## src/rtl/div_pkg.sv

```systemverilog
// Shared types and helpers for the restoring divider.
// Optional feature macro: DIVIDER_REMAINDER_EN (see divider.sv).
package div_pkg;

    typedef enum logic [1:0] {
        IDLE,
        CALC,
        FIX
    } div_state_t;

    function automatic int div_iters(input int width, input int frac);
        return width + frac;
    endfunction

endpackage

```

## src/rtl/div_step.sv

```systemverilog
// One combinational radix-2 restoring iteration.
// Shift in the next numerator bit, try to subtract, restore on borrow.
module div_step #(
    parameter int C_WIDTH = 32
) (
    input  logic [C_WIDTH-1:0] rem,
    input  logic               num_bit,
    input  logic [C_WIDTH-1:0] divisor,
    output logic [C_WIDTH-1:0] rem_next,
    output logic               q_bit
);

    logic [C_WIDTH:0]   shifted;
    logic [C_WIDTH+1:0] diff;

    // trial subtraction; the top bit of diff is the borrow
    always_comb begin
        shifted  = {rem, num_bit};
        diff     = {1'b0, shifted} - {2'b00, divisor};
        q_bit    = ~diff[C_WIDTH+1];
        rem_next = q_bit ? C_WIDTH'(diff) : C_WIDTH'(shifted);
    end

endmodule

```

## src/rtl/divider.sv

```systemverilog
// Sequential restoring divider, unsigned or two's-complement, fixed-point.
// Macro DIVIDER_REMAINDER_EN: drive r with the sign-corrected remainder.
module divider
    import div_pkg::*;
#(
    parameter int C_WIDTH     = 32,
    parameter int FIXED_POINT = 0
) (
    input  logic               ctl_clk,
    input  logic               reset,
    input  logic [C_WIDTH-1:0] a,
    input  logic [C_WIDTH-1:0] b,
    input  logic               signed_cal,
    input  logic               trigger,
    output logic               ready,
    output logic               done,
    output logic [C_WIDTH-1:0] y,
    output logic [C_WIDTH-1:0] r,
    output logic               div_by_zero
);

    localparam int N     = div_iters(C_WIDTH, FIXED_POINT);
    localparam int CNT_W = $clog2(N + 1);

    div_state_t state, state_next;

    logic               load;
    logic               step;
    logic               finish;
    logic               b_zero;
    logic [N-1:0]       num;
    logic [N-1:0]       quo;
    logic [C_WIDTH-1:0] rem;
    logic [C_WIDTH-1:0] rem_next;
    logic [C_WIDTH-1:0] divisor;
    logic [C_WIDTH-1:0] a_mag;
    logic [C_WIDTH-1:0] b_mag;
    logic [C_WIDTH-1:0] q_low;
    logic [CNT_W-1:0]   cnt;
    logic               q_bit;
    logic               sgn;
    logic               neg_q;
    logic               neg_r;
    logic               dbz;

    function automatic logic [C_WIDTH-1:0] mag(
        input logic [C_WIDTH-1:0] v,
        input logic               s
    );
        return (s && v[C_WIDTH-1]) ? -v : v;
    endfunction

    assign b_zero = (b == '0);
    assign a_mag  = mag(a, signed_cal);
    assign b_mag  = mag(b, signed_cal);
    assign q_low  = quo[C_WIDTH-1:0];

    div_step #(
        .C_WIDTH(C_WIDTH)
    ) u_step (
        .rem     (rem),
        .num_bit (num[N-1]),
        .divisor (divisor),
        .rem_next(rem_next),
        .q_bit   (q_bit)
    );

    // state register
    always_ff @(posedge ctl_clk or posedge reset) begin
        if (reset) state <= IDLE;
        else       state <= state_next;
    end

    // next state and control strobes
    always_comb begin
        state_next = state;
        ready      = 1'b0;
        load       = 1'b0;
        step       = 1'b0;
        finish     = 1'b0;
        unique case (state)
            IDLE: begin
                ready = 1'b1;
                if (trigger) begin
                    load       = 1'b1;
                    state_next = b_zero ? FIX : CALC;
                end
            end
            CALC: begin
                step = 1'b1;
                if (cnt == '0) state_next = FIX;
            end
            FIX: begin
                finish     = 1'b1;
                state_next = IDLE;
            end
            default: state_next = IDLE;
        endcase
    end

    // operand capture and iteration datapath
    always_ff @(posedge ctl_clk or posedge reset) begin
        if (reset) begin
            num     <= '0;
            quo     <= '0;
            rem     <= '0;
            divisor <= '0;
            cnt     <= '0;
            sgn     <= 1'b0;
            neg_q   <= 1'b0;
            neg_r   <= 1'b0;
            dbz     <= 1'b0;
        end else if (load) begin
            num     <= N'(a_mag) << FIXED_POINT;
            quo     <= '0;
            rem     <= b_zero ? a : '0;
            divisor <= b_mag;
            cnt     <= CNT_W'(N - 1);
            sgn     <= signed_cal;
            neg_q   <= signed_cal & (a[C_WIDTH-1] ^ b[C_WIDTH-1]);
            neg_r   <= signed_cal & a[C_WIDTH-1];
            dbz     <= b_zero;
        end else if (step) begin
            num <= num << 1;
            quo <= {quo[N-2:0], q_bit};
            rem <= rem_next;
            cnt <= cnt - 1'b1;
        end
    end

    // quotient, divide-by-zero flag and done pulse
    always_ff @(posedge ctl_clk or posedge reset) begin
        if (reset) begin
            y           <= '0;
            done        <= 1'b0;
            div_by_zero <= 1'b0;
        end else begin
            done <= finish;
            if (finish) begin
                div_by_zero <= dbz;
                if (dbz)
                    y <= sgn ? {neg_r, {(C_WIDTH-1){~neg_r}}} : '1;
                else
                    y <= neg_q ? -q_low : q_low;
            end
        end
    end

`ifdef DIVIDER_REMAINDER_EN
    // remainder follows the sign of the dividend; raw a on divide by zero
    always_ff @(posedge ctl_clk or posedge reset) begin
        if (reset)       r <= '0;
        else if (finish) r <= (neg_r && !dbz) ? -rem : rem;
    end
`else
    assign r = '0;
`endif

endmodule

```

## config.mk

```make
export PLATFORM = sky130hd
export DESIGN_NAME = divider
export DESIGN_NICKNAME = d
export VERILOG_FILES = /design/src/rtl/div_pkg.sv /design/src/rtl/div_step.sv /design/src/rtl/divider.sv
export SDC_FILE = /design/constraint.sdc
export NUM_CORES = 1
export LEC_CHECK = 0
export BUFFER_PORTS_ARGS = -buffer_cell sky130_fd_sc_hd__buf_2
export CORE_MARGIN = 2
export CORE_UTILIZATION = 45
export DETAILED_ROUTE_END_ITERATION = 8
export HOLD_SLACK_MARGIN = 0.05
export PLACE_DENSITY = 0.64
export SKIP_CTS_REPAIR_TIMING = 1
export SYNTH_ARGS = -nofsm -noshare
export SYNTH_HDL_FRONTEND = slang
export SYNTH_HIERARCHICAL = 1
export SYNTH_SLANG_ARGS = --single-unit
```

## constraint.sdc

```tcl
create_clock -name ctl_clk -period 8.3 [get_ports ctl_clk]
set_input_delay 0.415 -clock ctl_clk [delete_from_list [all_inputs] [get_ports ctl_clk]]
set_output_delay 0.415 -clock ctl_clk [all_outputs]
set_load 0.01 [all_outputs]
```

# Word level (Yosys, flattened, before mapping)
# Cells that the tools add are included.
dict set report classes {
  mux 24
  bitwise 5
  eq_ne 4
  reduce_logical 7
  add_sub_neg 5
}
# cell count
set op_table {}
lappend op_table {{32-bit 2-to-1 mux} 13}
lappend op_table {{32-bit negator} 3}
lappend op_table {{33-bit by 32-bit subtractor with 34-bit output} 1}
lappend op_table {{32-bit logical NOT} 1}
lappend op_table {{6-bit 2-to-1 mux} 2}
lappend op_table {{6-bit logical NOT} 1}
lappend op_table {{2-bit 2-to-1 mux} 3}
lappend op_table {{6-bit by 1-bit subtractor with 6-bit output (second input constant)} 1}
lappend op_table {{1-bit 2-to-1 mux} 5}
lappend op_table {{2-bit inequality test (second input constant)} 2}
lappend op_table {{2-bit one-hot mux with 2 select lines} 1}
lappend op_table {{1-bit bitwise AND} 2}
lappend op_table {{2-bit by 1-bit equality test with 1-bit output (second input constant)} 1}
lappend op_table {{2-bit equality test (second input constant)} 1}
lappend op_table {{1-bit logical AND} 2}
lappend op_table {{2-bit logical NOT} 1}
lappend op_table {{1-bit NOT} 2}
lappend op_table {{2-bit AND reduction} 1}
lappend op_table {{2-bit nonzero test} 1}
lappend op_table {{1-bit XOR} 1}
dict set report totals {
  reg_bits 174
  word_cells 58
  output_inout_bits 67
  inputBits 68
}

# Logic depth before layout (Yosys ltp)
# Gate-level depths: netlist of run 1.
dict set report logic_depth {
  ltp_word 4
  mapped_depth 14
  ltp_nobuf 13
}

# By module
# Netlist of run 1, hierarchy kept.
# mod area_per_inst_um2 cells_per_inst seq_area_each_um2 instances
set by_module_without_submodules {}
lappend by_module_without_submodules {divider 9469.1 1027 4354.2 1}
lappend by_module_without_submodules {div_step 2361.0 374 0.0 1}

# Worst setup path before layout of run 1
# No wires, ideal clock.
dict set report synth_timing {
  path_type {register -> register}
  start {register num[31]}
  end {register rem[28]}
  required_time_ps 8182
  setup_time_ps 118
  stages_incl_launch_ff 14
  synth_period_minus_slack_ps 2818
  setup_slack_ps 5482
  arrival_time_ps 2700
  n_path_buf 0
  path_cell_list {dfrtp_1 > inv_1 > ha_1 > inv_1 > fa_1 > a21oi_1 > o211ai_1 > a2111oi_1 > nor3_1 > o31ai_1 > xor2_1 > o21ai_0 > a22o_1 > a21o_1}
}
dict set report synth_via {
  elab_chain_cells 4
}
# item line_no
set synth_rtl {}
lappend synth_rtl {{from (decl)} divider.sv:31} ;# logic [N-1:0] num;
lappend synth_rtl {{from (signal assigned)} divider.sv:114} ;# num <= N'(a_mag) << FIXED_POINT;
lappend synth_rtl {{from (signal assigned)} divider.sv:124} ;# num <= num << 1;
lappend synth_rtl {{33-bit by 32-bit subtractor with 34-bit output} div_step.sv:19} ;# diff = {1'b0, shifted} - {2'b00, divisor};
lappend synth_rtl {{32-bit 2-to-1 mux} div_step.sv:21} ;# rem_next = q_bit ? C_WIDTH'(diff) : C_WIDTH'(shifted);
lappend synth_rtl {{named net rem_next[28]} divider.sv:34} ;# logic [C_WIDTH-1:0] rem_next;
lappend synth_rtl {{32-bit 2-to-1 mux} divider.sv:123} ;# end else if (step) begin
lappend synth_rtl {{32-bit 2-to-1 mux} divider.sv:113} ;# end else if (load) begin
lappend synth_rtl {{to (signal assigned)} divider.sv:116} ;# rem <= b_zero ? a : '0;
lappend synth_rtl {{to (signal assigned)} divider.sv:126} ;# rem <= rem_next;
lappend synth_rtl {{to (decl)} divider.sv:33} ;# logic [C_WIDTH-1:0] rem;
# The timed path passes the listed nets, and every way through them passes these cells. The select of a mux whose other input is x is not followed.
# A chain may end at the register's enable or synchronous reset.

# Final worst setup path of run 1
# Ends and elaborated chain as after synthesis.

==> results of run 1 <==
## per-layer routing
layer	part of all wire, %	vias to the layer above	GRT usage, %
met4	2.2	0	7.221
met1	47	4999	30.89
met3	4.2	42	3.170
met5	0	-	0
li1	-	5101	-
met2	47	284	37.45
## logic make-up (layout without fill, tap and decap cells)
family                     after synthesis  in the layout
AOI/OAI and AO/OA                      453            453
DFF                                    174            174
other                                    1             32
and+or+nand+nor                        446            446
buffers and inverters                  182            212
xor gates and xnor gates               101            101
adders and majority gates               38             38
muxes                                    6              6
## sequential cells by signal (all words and copies together) (netlist names)
register	flops
done	1
y	32
q_low	32
div_by_zero	1
rem	32
num	32
neg_q	1
divisor	32
state	2
dbz	1
cnt	6
neg_r	1
sgn	1
## worst max-delay path, stage by stage, from the launching register on
cell	delay, ns
dfrtp_1	0.40
inv_1	0.06
ha_1	0.16
inv_1	0.06
fa_1	0.39
a21oi_1	0.25
o211ai_1	0.17
a2111oi_1	0.76
nor3_1	0.23
o31ai_1	0.33
xor2_1	0.21
o21ai_0	0.10
a22o_1	0.21
a21o_1	0.14
## layout make-up
| type | instances | share of cell area [%] |
|---|---|---|
| inverters | 66 | 1.939 |
| multi-input cells | 1076 | 52.12 |
| repair buffers | 114 | 4.608 |
| clock inverters | 15 | 1.440 |
| clock buffers | 17 | 3.264 |
| flip-flops and latches | 174 | 33.41 |
| well taps | 335 | 3.216 |
## worst paths after layout
path                                     start                 endpoint  slack, ns  cells after the start
max                        num[31]$_DFFE_PP0P_      rem[28]$_DFFE_PP0P_       4.70                     13
min                                      reset       num[6]$_DFFE_PP0P_       0.14                      2
max reg2reg                num[31]$_DFFE_PP0P_      rem[28]$_DFFE_PP0P_       4.70                     13
min reg2reg                   y[6]$_DFFE_PP0P_         y[6]$_DFFE_PP0P_       0.47                      2
max in group asynchronous                reset  divisor[30]$_DFFE_PP0P_       6.61                      3
min in group ctl_clk                      a[6]       rem[6]$_DFFE_PP0P_       0.25                      2
## Yosys cell counts, drive strengths merged, types with 5 or more instances
cell    number  area share, %
nand2      175            5.6
dfrtp      174             37
o21ai      111            4.7
a21oi       93            4.0
nor2        88            2.8
clkbuf      67            2.1
inv         65            2.1
xnor2       64            4.7
a22o        53            3.9
buf         49            2.8
a21o        43            2.7
a31oi       37            2.0
ha          37            3.9
xor2        37            2.7
nand3       35            1.5
nor3        28            1.3
and3        26            1.4
o31ai       25            1.7
nor3b       12           0.76
or3         12           0.63
or4         12           0.82
a211o       11           0.81
nand4       11           0.58
nor4        11           0.58
a22oi       10           0.63
o41ai        9           0.95
a41oi        7           0.58
and2         7           0.37
o21a         7           0.44
a211oi       6           0.47
and4         5           0.37
nand2b       5           0.26
o211ai       5           0.32
## where the power goes
part / internal, mW / switching [mW] / leakage [nW]
registers: 1.22 / 0.336 / 2.20
clock network: 0.412 / 0.413 / 0.294
logic: 1.52 / 1.88 / 3.59
==> impl_metrics.ini, run 1 <==
[yosys]
synth_cell_types = 85
synth_compound_area_share_pct = 25.81
synth-xor-area-share_pct = 7.478
synth_top_family_by_area = compound AO/OA/AOI/OAI gates
yosysWarnings = 6
netlist_area_um2 = 11830
muxShareOfSynthArea_pct = 0.5711
seq_area_frac_synth_pct = 36.81
yosys.area_share.simple_pct = 18.24
synth-edff-count = 0
syn_inst = 1401
async_flop_share_pct = 100.0
synth_fa_ha_area_share_pct = 4.082
avgSynthCellArea_um2 = 8.444
ys_ff_latch = 174
synthFlopType = dfrtp_1

[placed_design]
routabilityCongestion = 0.9044
place_area_um2 = 12420
dp.cells = 1765
dp_hpwl_mm = 22.47
io_buffers = 102
place_ws_ns = 4.975

[floorplanning]
die-area_um2 = 27600
fp.dieW_um = 166.1
num_io_pins = 135
fp.dieH_um = 166.1
initial_core_util_pct = 45.66
coreArea_um2 = 25910
rows = 59

[sta]
setup_ws_ns = 4.699
maxSlewViolCount = 0
worst_pin_slew_ns = 1.021
fin_skew_ns = 0.01334
setup_viol = 0
final.min_clock_period_ns = 3.601
holdWs_ns = 0.1416
fin_setup_tns_ns = 0
timing_hold_violations_final = 0
slew_headroom_pct = 31.95
post-route-period-util_pct = 43.38
rsz0062_at_grt = false
fmax_ghz = 0.2777

[route]
antenna_left = 0
drt_iter0_drc = 775
viasPerCell = 5.802
wire_per_inst_um = 17.45
wl_mm = 31.35
route.detailed.drc = 0
dr.pass1.iters = 5
via_count = 10430

[setup_path]
cp-end-kind = register
worstPathArrival_ns = 3.93
cp.required_ns = 8.63
critPathLaunchType = register
critPathMaxFanout = 3
crit_type = reg -> reg

[power]
p_leak_nw = 6.088
ir_drop_mv = 0.1949
p_per_area_nw_per_um2 = 443.1
total_power_mw = 5.775

[clocking]
cts_tree = done
cts_root_buf = clkbuf_16
cts_buffer_depth = 2
clk_pin_slew_worst_paths_ns = 0.08
cts_sinks = 174
ctsHtreeMaxLevel = 4
clock_latency_ns = 0.44
numCtsBuffers = 17

[finish]
utilization_pct = 50.30
antenna_cells = 0
stdcell_count = 1797
synthToLayoutAreaGrowth_pct = 10.16
stdcell_area_um2 = 13030
nets = 1555
final_common_cell = nand2_1
fill_cells = 2507
drive_gt1_share_pct = 11.90
register_area_um2 = 4354
layout_common_cells = 175 x nand2_1, 174 x dfrtp_1, 105 x o21ai_0
multi_input_area_um2 = 6793

[global_routing]
grt_pass1_vias = 9922
grt_pass1_wl_mm = 51.30
grt_overflow = 0
grt_max_degree = 110
globalRouteTotalUtil_pct = 22.67
antenna_found_initial = 0

[run]
cap_violations = 0

[status]
status = finished, final reports clean

[hold_path]
min_path_type = in -> async
(Power assumes the default switching activity.)
==> inputs of run 2 (changes only) <==
==> constraint.sdc (replaced) <==
create_clock -name ctl_clk -period 3.7 [get_ports ctl_clk]
set_input_delay 0.185 -clock ctl_clk [delete_from_list [all_inputs] [get_ports ctl_clk]]
set_output_delay 0.185 -clock ctl_clk [all_outputs]
set_load 0.01 [all_outputs]
==> impl_metrics.ini, run 2 (same netlist as run 1, synthesis figures left out) <==
[status]
status = finished, final reports clean

[sta]
maxSlewViolCount = 0
slew_headroom_pct = 39.48
worst_pin_slew_ns = 0.9056
fin_setup_tns_ns = 0
fin_skew_ns = 0.01325
setup_ws_ns = 0.3599
post-route-period-util_pct = 90.27
setup_viol = 0
rsz0062_at_grt = false
final.min_clock_period_ns = 3.340
fmax_ghz = 0.2994
timing_hold_violations_final = 0

[floorplanning]
coreArea_um2 = 25910
num_io_pins = 135
fp.dieH_um = 166.1
rows = 59
die-area_um2 = 27600
initial_core_util_pct = 45.66
fp.dieW_um = 166.1

[clocking]
cts_sinks = 174
cts_tree = done
cts_root_buf = clkbuf_16
cts_buffer_depth = 2
clock_latency_ns = 0.44
clk_pin_slew_worst_paths_ns = 0.07
numCtsBuffers = 17
ctsHtreeMaxLevel = 4

[finish]
utilization_pct = 51.14
layout_common_cells = 175 x nand2_1, 174 x dfrtp_1, 105 x o21ai_0
final_common_cell = nand2_1
nets = 1572
synthToLayoutAreaGrowth_pct = 12.02
fill_cells = 2497
antenna_cells = 0
multi_input_area_um2 = 6793
drive_gt1_share_pct = 12.10
register_area_um2 = 4354

[placed_design]
dp_hpwl_mm = 22.84
place_ws_ns = 0.4116
routabilityCongestion = 0.9234
io_buffers = 102

[global_routing]
grt_pass1_wl_mm = 51.85
grt_pass1_vias = 9894
grt_overflow = 0
antenna_found_initial = 0
globalRouteTotalUtil_pct = 22.92
grt_max_degree = 81

[setup_path]
cp.required_ns = 4.03
crit_type = reg -> reg
worstPathArrival_ns = 3.67
path_cells = inv_1 > ha_1 > inv_1 > fa_1 > a21oi_1 > o211ai_1 > a2111oi_1 > nor3_1 > o31ai_1 > xor2_1 > o21ai_0 > a22o_1 > a21o_1
slowest_delay_ns = 0.65
cp-end-kind = register
critPathMaxFanout = 3
crit_family = compound AO/OA/AOI/OAI gates
crit_slowest_cell = a2111oi_1
critPathLaunchType = register
path_common_cell = inv_1
path_buf_inv = 2

[route]
viasPerCell = 5.759
drt_iter0_drc = 747
wire_per_inst_um = 17.53
via_count = 10450
antenna_left = 0
dr.pass1.iters = 7
route.detailed.drc = 0
wl_mm = 31.80

[power]
p_per_area_nw_per_um2 = 989.0
p_leak_nw = 6.188
ir_drop_mv = 0.4078

[hold_path]
min_path_type = in -> reg

[run]
cap_violations = 0
==> run 2: cell count changes in the layout (fill, tap and decap cells not counted), sizes merged <==
cell	change
buf	+5
bufinv	+1
clkinv	-1
dlygate4sd3	+12
==> run 2: layout make-up <==
type / count / area share [%]
Timing Repair Buffer: 131 / 6.194
Clock inverter: 15 / 1.416
Clock buffer: 17 / 3.210
Tap cell: 335 / 3.163
Sequential cell: 174 / 32.86
Multi-Input combinational cell: 1076 / 51.26
Inverter: 66 / 1.898
==> run 2: power breakdown <==
part	switching, mW	internal (mW)	leakage [nW]	total [mW]
clock network	0.898	0.975	0.299	1.87
registers	0.707	2.73	2.20	3.44
logic	4.31	3.48	3.69	7.79
total	5.92	7.19	6.19	13.1
==> run 2: path summary, 6_finish.rpt <==
check,from,slack [ns],depth (start not counted),endpoint
max,num[31]$_DFFE_PP0P_,0.36,13,rem[28]$_DFFE_PP0P_
min,a[5],0.04,2,rem[5]$_DFFE_PP0P_
max reg2reg,num[31]$_DFFE_PP0P_,0.36,13,rem[28]$_DFFE_PP0P_
min reg2reg,div_by_zero$_DFFE_PP0P_,0.47,2,div_by_zero$_DFFE_PP0P_
max in group asynchronous,reset,2.48,4,divisor[20]$_DFFE_PP0P_
min in group asynchronous,reset,0.39,3,y[10]$_DFFE_PP0P_
==> run 2: metrics by stage <==
| stage | area, um2 | hold slack (ns) | power (mW) | std cells |
|---|---|---|---|---|
| after floorplan | 11950 | 0.3013 | 9.432 | 1432 |
| after global placement | 12520 | 0.3264 | 11.04 | 1770 |
| after detailed placement | 12520 | 0.3382 | 11.14 | 1770 |
| after CTS | 13130 | -0.1246 | 13.08 | 1802 |
| after global routing | 13250 | 0.04858 | 14.21 | 1814 |
| final | 13250 | 0.04172 | 13.11 | 1814 |
==> run 2: routing by layer <==
metal	GRT usage (%)	routed length, um	up-vias	part of all wire, %
met1	30.69	14380	4966	45
met5	0	0	-	0
met4	7.902	847	0	2.7
li1	-	-	5127	-
met3	3.575	1506	53	4.7
met2	37.98	15060	301	47
